**config.mk**
```make
export PLATFORM = sky130hd
export DESIGN_NAME = bin_to_bcd_encoder
export DESIGN_NICKNAME = d
export VERILOG_FILES = /design/src/rtl/bin_to_bcd_encoder.sv
export SDC_FILE = /design/constraint.sdc
export NUM_CORES = 1
export LEC_CHECK = 0
export CAP_MARGIN = 20
export CORE_MARGIN = 1.5
export CORE_UTILIZATION = 55
export CTS_CLUSTER_SIZE = 40
export DETAILED_ROUTE_END_ITERATION = 8
export PLACE_DENSITY = 0.9
export SLEW_MARGIN = 20
export SYNTH_ARGS = -nofsm -noshare
export SYNTH_HDL_FRONTEND = slang
export SYNTH_SLANG_ARGS = --single-unit
```
**constraint.sdc**
```tcl
create_clock -name clk -period 2.5 [get_ports clk]
set_input_delay 0.5 -clock clk [delete_from_list [all_inputs] [get_ports clk]]
set_output_delay 0.5 -clock clk [all_outputs]
set_load 0.03 [all_outputs]
```
**src/rtl/bin_to_bcd_encoder.sv**
```systemverilog
// -----------------------------------------------------------------------------
// bin_to_bcd_encoder
//   Sequential binary-to-BCD encoder using shift-and-add-3 (double dabble),
//   one input bit per clock, MSB first. Drives the packed 4-bit BCD digit bus
//   of the seven-segment decoders; code 4'hF is the blank code.
//
// Ports
//   clk       in   system clock, rising edge
//   reset     in   asynchronous, active-high reset
//   start     in   conversion request, sampled only in IDLE
//   bin       in   unsigned value [IN_WIDTH-1:0], captured on accept
//   blank_lz  in   1 = blank leading zeros, captured with bin
//   busy      out  conversion in progress
//   done      out  one-cycle pulse when bcd/overflow are updated
//   overflow  out  last result exceeded 10^DIGITS-1
//   bcd       out  digit i at [4i+3:4i], digit 0 least significant
// -----------------------------------------------------------------------------
module bin_to_bcd_encoder #(
  parameter int unsigned IN_WIDTH = 14,
  parameter int unsigned DIGITS   = 4
) (
  input  logic                  clk,
  input  logic                  reset,
  input  logic                  start,
  input  logic [IN_WIDTH-1:0]   bin,
  input  logic                  blank_lz,
  output logic                  busy,
  output logic                  done,
  output logic                  overflow,
  output logic [4*DIGITS-1:0]   bcd
);

  // Number of decimal digits needed for 2^w - 1.
  function automatic int unsigned f_dec_digits(input int unsigned w);
    logic [63:0]  v;
    int unsigned  n;
    v = (64'd1 << w) - 64'd1;
    n = 0;
    while (v != 64'd0) begin
      v = v / 64'd10;
      n = n + 1;
    end
    return (n == 0) ? 1 : n;
  endfunction

  function automatic logic [63:0] f_pow10(input int unsigned n);
    logic [63:0] p;
    p = 64'd1;
    for (int unsigned k = 0; k < n; k++) p = p * 64'd10;
    return p;
  endfunction

  localparam int unsigned ACC_DIGITS = f_dec_digits(IN_WIDTH);
  // Accumulator is never narrower than the output so the low DIGITS
  // digits can always be sliced directly.
  localparam int unsigned ACC_N      = (ACC_DIGITS > DIGITS) ? ACC_DIGITS : DIGITS;
  localparam int unsigned ACC_W      = 4 * ACC_N;
  localparam logic [63:0] MAX_VAL    = f_pow10(DIGITS) - 64'd1;
  localparam int unsigned CNT_W      = $clog2(IN_WIDTH + 1);
  localparam logic [CNT_W-1:0] LAST_CNT = CNT_W'(IN_WIDTH - 1);

  typedef enum logic [1:0] {
    S_IDLE    = 2'd0,
    S_CONVERT = 2'd1,
    S_FINISH  = 2'd2
  } state_t;

  state_t                  r_state;
  state_t                  w_next_state;

  logic [IN_WIDTH-1:0]     r_bin;
  logic [IN_WIDTH-1:0]     r_shift;
  logic                    r_blank;
  logic [ACC_W-1:0]        r_acc;
  logic [CNT_W-1:0]        r_cnt;
  logic                    r_busy;
  logic                    r_done;
  logic                    r_ovf;
  logic [4*DIGITS-1:0]     r_bcd;

  logic [ACC_W-1:0]          w_acc_adj;
  logic [ACC_W+IN_WIDTH-1:0] w_shifted;
  logic [4*DIGITS-1:0]       w_result;
  logic                      w_ovf;

  // State register
  always_ff @(posedge clk or posedge reset) begin
    if (reset) r_state <= S_IDLE;
    else       r_state <= w_next_state;
  end

  // Next-state logic
  always_comb begin
    w_next_state = r_state;
    case (r_state)
      S_IDLE:    if (start) w_next_state = S_CONVERT;
      S_CONVERT: if (r_cnt == LAST_CNT) w_next_state = S_FINISH;
      S_FINISH:  w_next_state = S_IDLE;
      default:   w_next_state = S_IDLE;
    endcase
  end

  // Add-3 correction on every nibble >= 5, then one-bit shift of the
  // combined {accumulator, shift register}.
  always_comb begin
    w_acc_adj = r_acc;
    for (int unsigned i = 0; i < ACC_N; i++) begin
      if (r_acc[4*i +: 4] >= 4'd5) w_acc_adj[4*i +: 4] = r_acc[4*i +: 4] + 4'd3;
    end
  end

  assign w_shifted = {w_acc_adj, r_shift} << 1;

  // Post-processing: overflow substitution and leading-zero blanking,
  // scanning from the most significant digit down to digit 1.
  always_comb begin
    logic v_seen;
    v_seen   = 1'b0;
    w_ovf    = (64'(r_bin) > MAX_VAL);
    w_result = r_acc[4*DIGITS-1:0];
    if (w_ovf) begin
      w_result = '1;
    end else if (r_blank) begin
      for (int unsigned k = 0; k + 1 < DIGITS; k++) begin
        if (w_result[4*(DIGITS-1-k) +: 4] != 4'h0) v_seen = 1'b1;
        else if (!v_seen) w_result[4*(DIGITS-1-k) +: 4] = 4'hF;
      end
    end
  end

  // Datapath
  always_ff @(posedge clk or posedge reset) begin
    if (reset) begin
      r_bin   <= '0;
      r_shift <= '0;
      r_blank <= 1'b0;
      r_acc   <= '0;
      r_cnt   <= '0;
      r_busy  <= 1'b0;
      r_done  <= 1'b0;
      r_ovf   <= 1'b0;
      r_bcd   <= '0;
    end else begin
      r_done <= 1'b0;
      case (r_state)
        S_IDLE: begin
          if (start) begin
            r_bin   <= bin;
            r_shift <= bin;
            r_blank <= blank_lz;
            r_acc   <= '0;
            r_cnt   <= '0;
            r_busy  <= 1'b1;
          end
        end
        S_CONVERT: begin
          r_acc   <= w_shifted[ACC_W+IN_WIDTH-1:IN_WIDTH];
          r_shift <= w_shifted[IN_WIDTH-1:0];
          r_cnt   <= r_cnt + CNT_W'(1);
        end
        S_FINISH: begin
          r_bcd  <= w_result;
          r_ovf  <= w_ovf;
          r_done <= 1'b1;
          r_busy <= 1'b0;
        end
        default: ;
      endcase
    end
  end

  assign busy     = r_busy;
  assign done     = r_done;
  assign overflow = r_ovf;
  assign bcd      = r_bcd;

endmodule

```
==> out/qor.txt <==
GP Congestion - 0.821
Clk sink count - 66
Crit path max-delay family - buffers and inverters
Final nets - 359
Mapped Area - 3020 µm²
Site row count - 26
MaxCap Viol Count - 0
Vias in the first global route - 2262
Clock insertion delay at the later pin of the skew report - 0.33 ns
Max-slew violation count - 0
Grt ovf - 0
Worst Clk Skew - 0.00696 ns
Leakage - 1.65 nW
Final ANT Viol Nets - 0
Full die area - 5950 µm²
Synth Area in Compound Gates - 15.6%
H-tree depth - 3
Pin count of the biggest net entering global routing - 26
Largest family of logic cells by synthesized area - simple AND/OR/NAND/NOR gates
Chip Width - 77.1 µm
GR Util All Layers - 22.7%
Detailed-route via count - 2319
CP Launch Type - flop
CTS max path bufs - 2
Slowest stage cell on the critical path - clkdlybuf4s50_1
Post-route minimum period - 1.86 ns
Layout cells sized above 1 - 9.61%
Buffers & Inverters on Critical Path - 1
Reg area - 1650 µm²
Vias per cell - 5.75
DRC - 0
Syn Nets - 320
Xor/xnor share of the synthesized area - 1.45%
Setup crit end kind - output pin
Synth Area in Adders - 4.97%
Antenna violations before repair - 0
I/O pin total - 37
Top cells by area, synth - dfrtp_1, nand2_1, ha_1
Root Driver - clkbuf_8
Crit path cell chain - clkdlybuf4s50_1
Core Util, Final - 70.2%
Highest clock rate - 537 MHz
CTS resizes - 0
First-pass GRT wire length - 10400 µm
Yosys top cell by area - dfrtp_1
Worst Path Arrival - 1.36 ns
DR WL/cell - 15.0 µm
Setup TNS - 0 ns
CTS tree - yes
Clock-pin transition on the worst setup and hold timing paths - 0.07 ns
Die height - 77.1 µm
Multiplexer share of the synthesized area - 1.12%
Gate count after technology mapping - 290
DRT iter0 DRCs - 184
Top_reg_cell synth - dfrtp_1
Detailed Route WL - 6060 µm
Data required, critical path - 2.00 ns
Avg Cell Area, Syn - 10.4 µm²
Final setup violation count - 0
Hold Vio Cnt, Final - 0
Fillers - 387
Max VDD drop - 0.681 mV
Core area - 5200 µm²
Initial Util - 58.1%
Seq cells post-synth - 66
Post-synth ARST share - 100%
Syn. warnings - 0
Total CTS buffers - 9
Number of enable flip-flop cells after synthesis - 0
Max-slew headroom at the worst pin - 58.4%
Simple logic cell fraction of the synthesized area - 18.2%
Slew @ Worst Pin - 0.623 ns
Yosys cell types - 40
Post-CTS setup buffer count - 0
Drt first pass iters - 4
Top cell type's share of synthesized area - 54.6%
Unrepaired setup endpoints after global routing - no
Class of the worst hold path - reg -> reg
Commonest cells in the synthesized netlist - dfrtp_1, nand2_1, nand3_1
Syn-to-layout area delta - 20.9%
Hpwl dp - 4330 µm
Sequential-to-total area share from yosys stat - 54.6%
P per Cell Area - 1340 nW/µm²
Diodes inserted - 0
Final period utilization - 74.5%
Post-cts hold buffer count - 0
Status - completed
PortBufs - 36
Crit path max fanout - 2
Total power - 4.90 mW
Multi-input logic area - 1250 µm²
Crit Path Class - reg -> out
Max stage delay on crit path - 0.67 ns
registers in the layout (all words and copies together) (netlist names):
name	count
bcd	16
r_acc	16
r_shift	14
r_bin	10
r_cnt	4
r_state	2
busy	1
done	1
overflow	1
r_blank	1
where the power goes:
part,internal (mW),switching [mW],total (mW)
registers,1.55,0.410,1.96
logic,0.934,1.15,2.09
clock network,0.480,0.376,0.856
total,2.96,1.94,4.90
kinds of logic after synthesis:
kind of cell	count (synthesis)
buffers and inverters	26
adder cells (fa/ha/maj)	12
AND/OR/NAND/NOR	113
AO/OA/AOI/OAI	65
XOR/XNOR	5
flip-flops	66
multiplexers	3
routing by layer:
metal | track usage [%] | vias to the layer above | routed length, µm
li1 | - | 1088 | -
met3 | 5.71 | 11 | 207
met4 | 10.9 | 0 | 134
met1 | 28.3 | 1168 | 2690
met5 | 0 | - | 0
met2 | 36.8 | 52 | 3040
path summary, 6_finish.rpt:
path / startpoint / to / slack, ns / cells after the start
max: bcd[7] / bcd[7] / 0.64 / 1
max in group asynchronous: reset / r_shift[1] / 1.43 / 3
min in group asynchronous: reset / r_shift[10] / 0.55 / 2
min reg2reg: r_shift[3] / r_shift[3] / 0.47 / 2
min: r_shift[3] / r_shift[3] / 0.47 / 2
max reg2reg: r_acc[1] / r_acc[2] / 0.74 / 6
cells in the final DEF, fill, tap and decap left out, types with 2 or more instances in the layout:
| cell type | netlist | layout |
|---|---|---|
| clkbuf_1 | 3 | 2 |
| clkinv_2 | 0 | 2 |
| a32o_1 | 4 | 4 |
| nor3b_1 | 2 | 2 |
| clkbuf_8 | 0 | 10 |
| xnor2_1 | 4 | 4 |
| dfrtp_1 | 66 | 66 |
| clkdlybuf4s50_1 | 0 | 36 |
| nor2_1 | 7 | 7 |
| nand2_1 | 66 | 66 |
| o21ai_0 | 13 | 13 |
| o32a_1 | 2 | 2 |
| a21oi_1 | 7 | 7 |
| buf_4 | 1 | 5 |
| mux2_2 | 3 | 3 |
| buf_12 | 0 | 2 |
| o31ai_1 | 6 | 6 |
| nand2b_1 | 5 | 5 |
| nand4_1 | 2 | 2 |
| o22a_1 | 14 | 14 |
| a22oi_1 | 7 | 7 |
| o21ai_1 | 6 | 6 |
| ha_1 | 12 | 12 |
| nand3_1 | 21 | 21 |
| inv_1 | 11 | 10 |
through the flow:
stage | setup WS [ns] | instances | instance area (µm²) | hold WS (ns)
6_report | 0.637 | 403 | 3650 | 0.472
3_3_place_gp | 0.425 | 388 | 3470 | 0.454
3_5_place_dp | 0.391 | 388 | 3470 | 0.458
4_1_cts | 0.614 | 403 | 3650 | 0.472
5_1_grt | 0.578 | 403 | 3650 | 0.492
2_1_floorplan | 0.345 | 290 | 3020 | 0.438
final cells by class:
class | instances | area share, %
inverters | 11 | 1.13
repair buffers | 43 | 12.0
well taps | 70 | 2.40
flip-flops and latches | 66 | 45.2
multi-input cells | 198 | 34.2
clock inverters | 3 | 1.10
clock buffers | 12 | 3.97
Power figures use the tool's default switching activity.
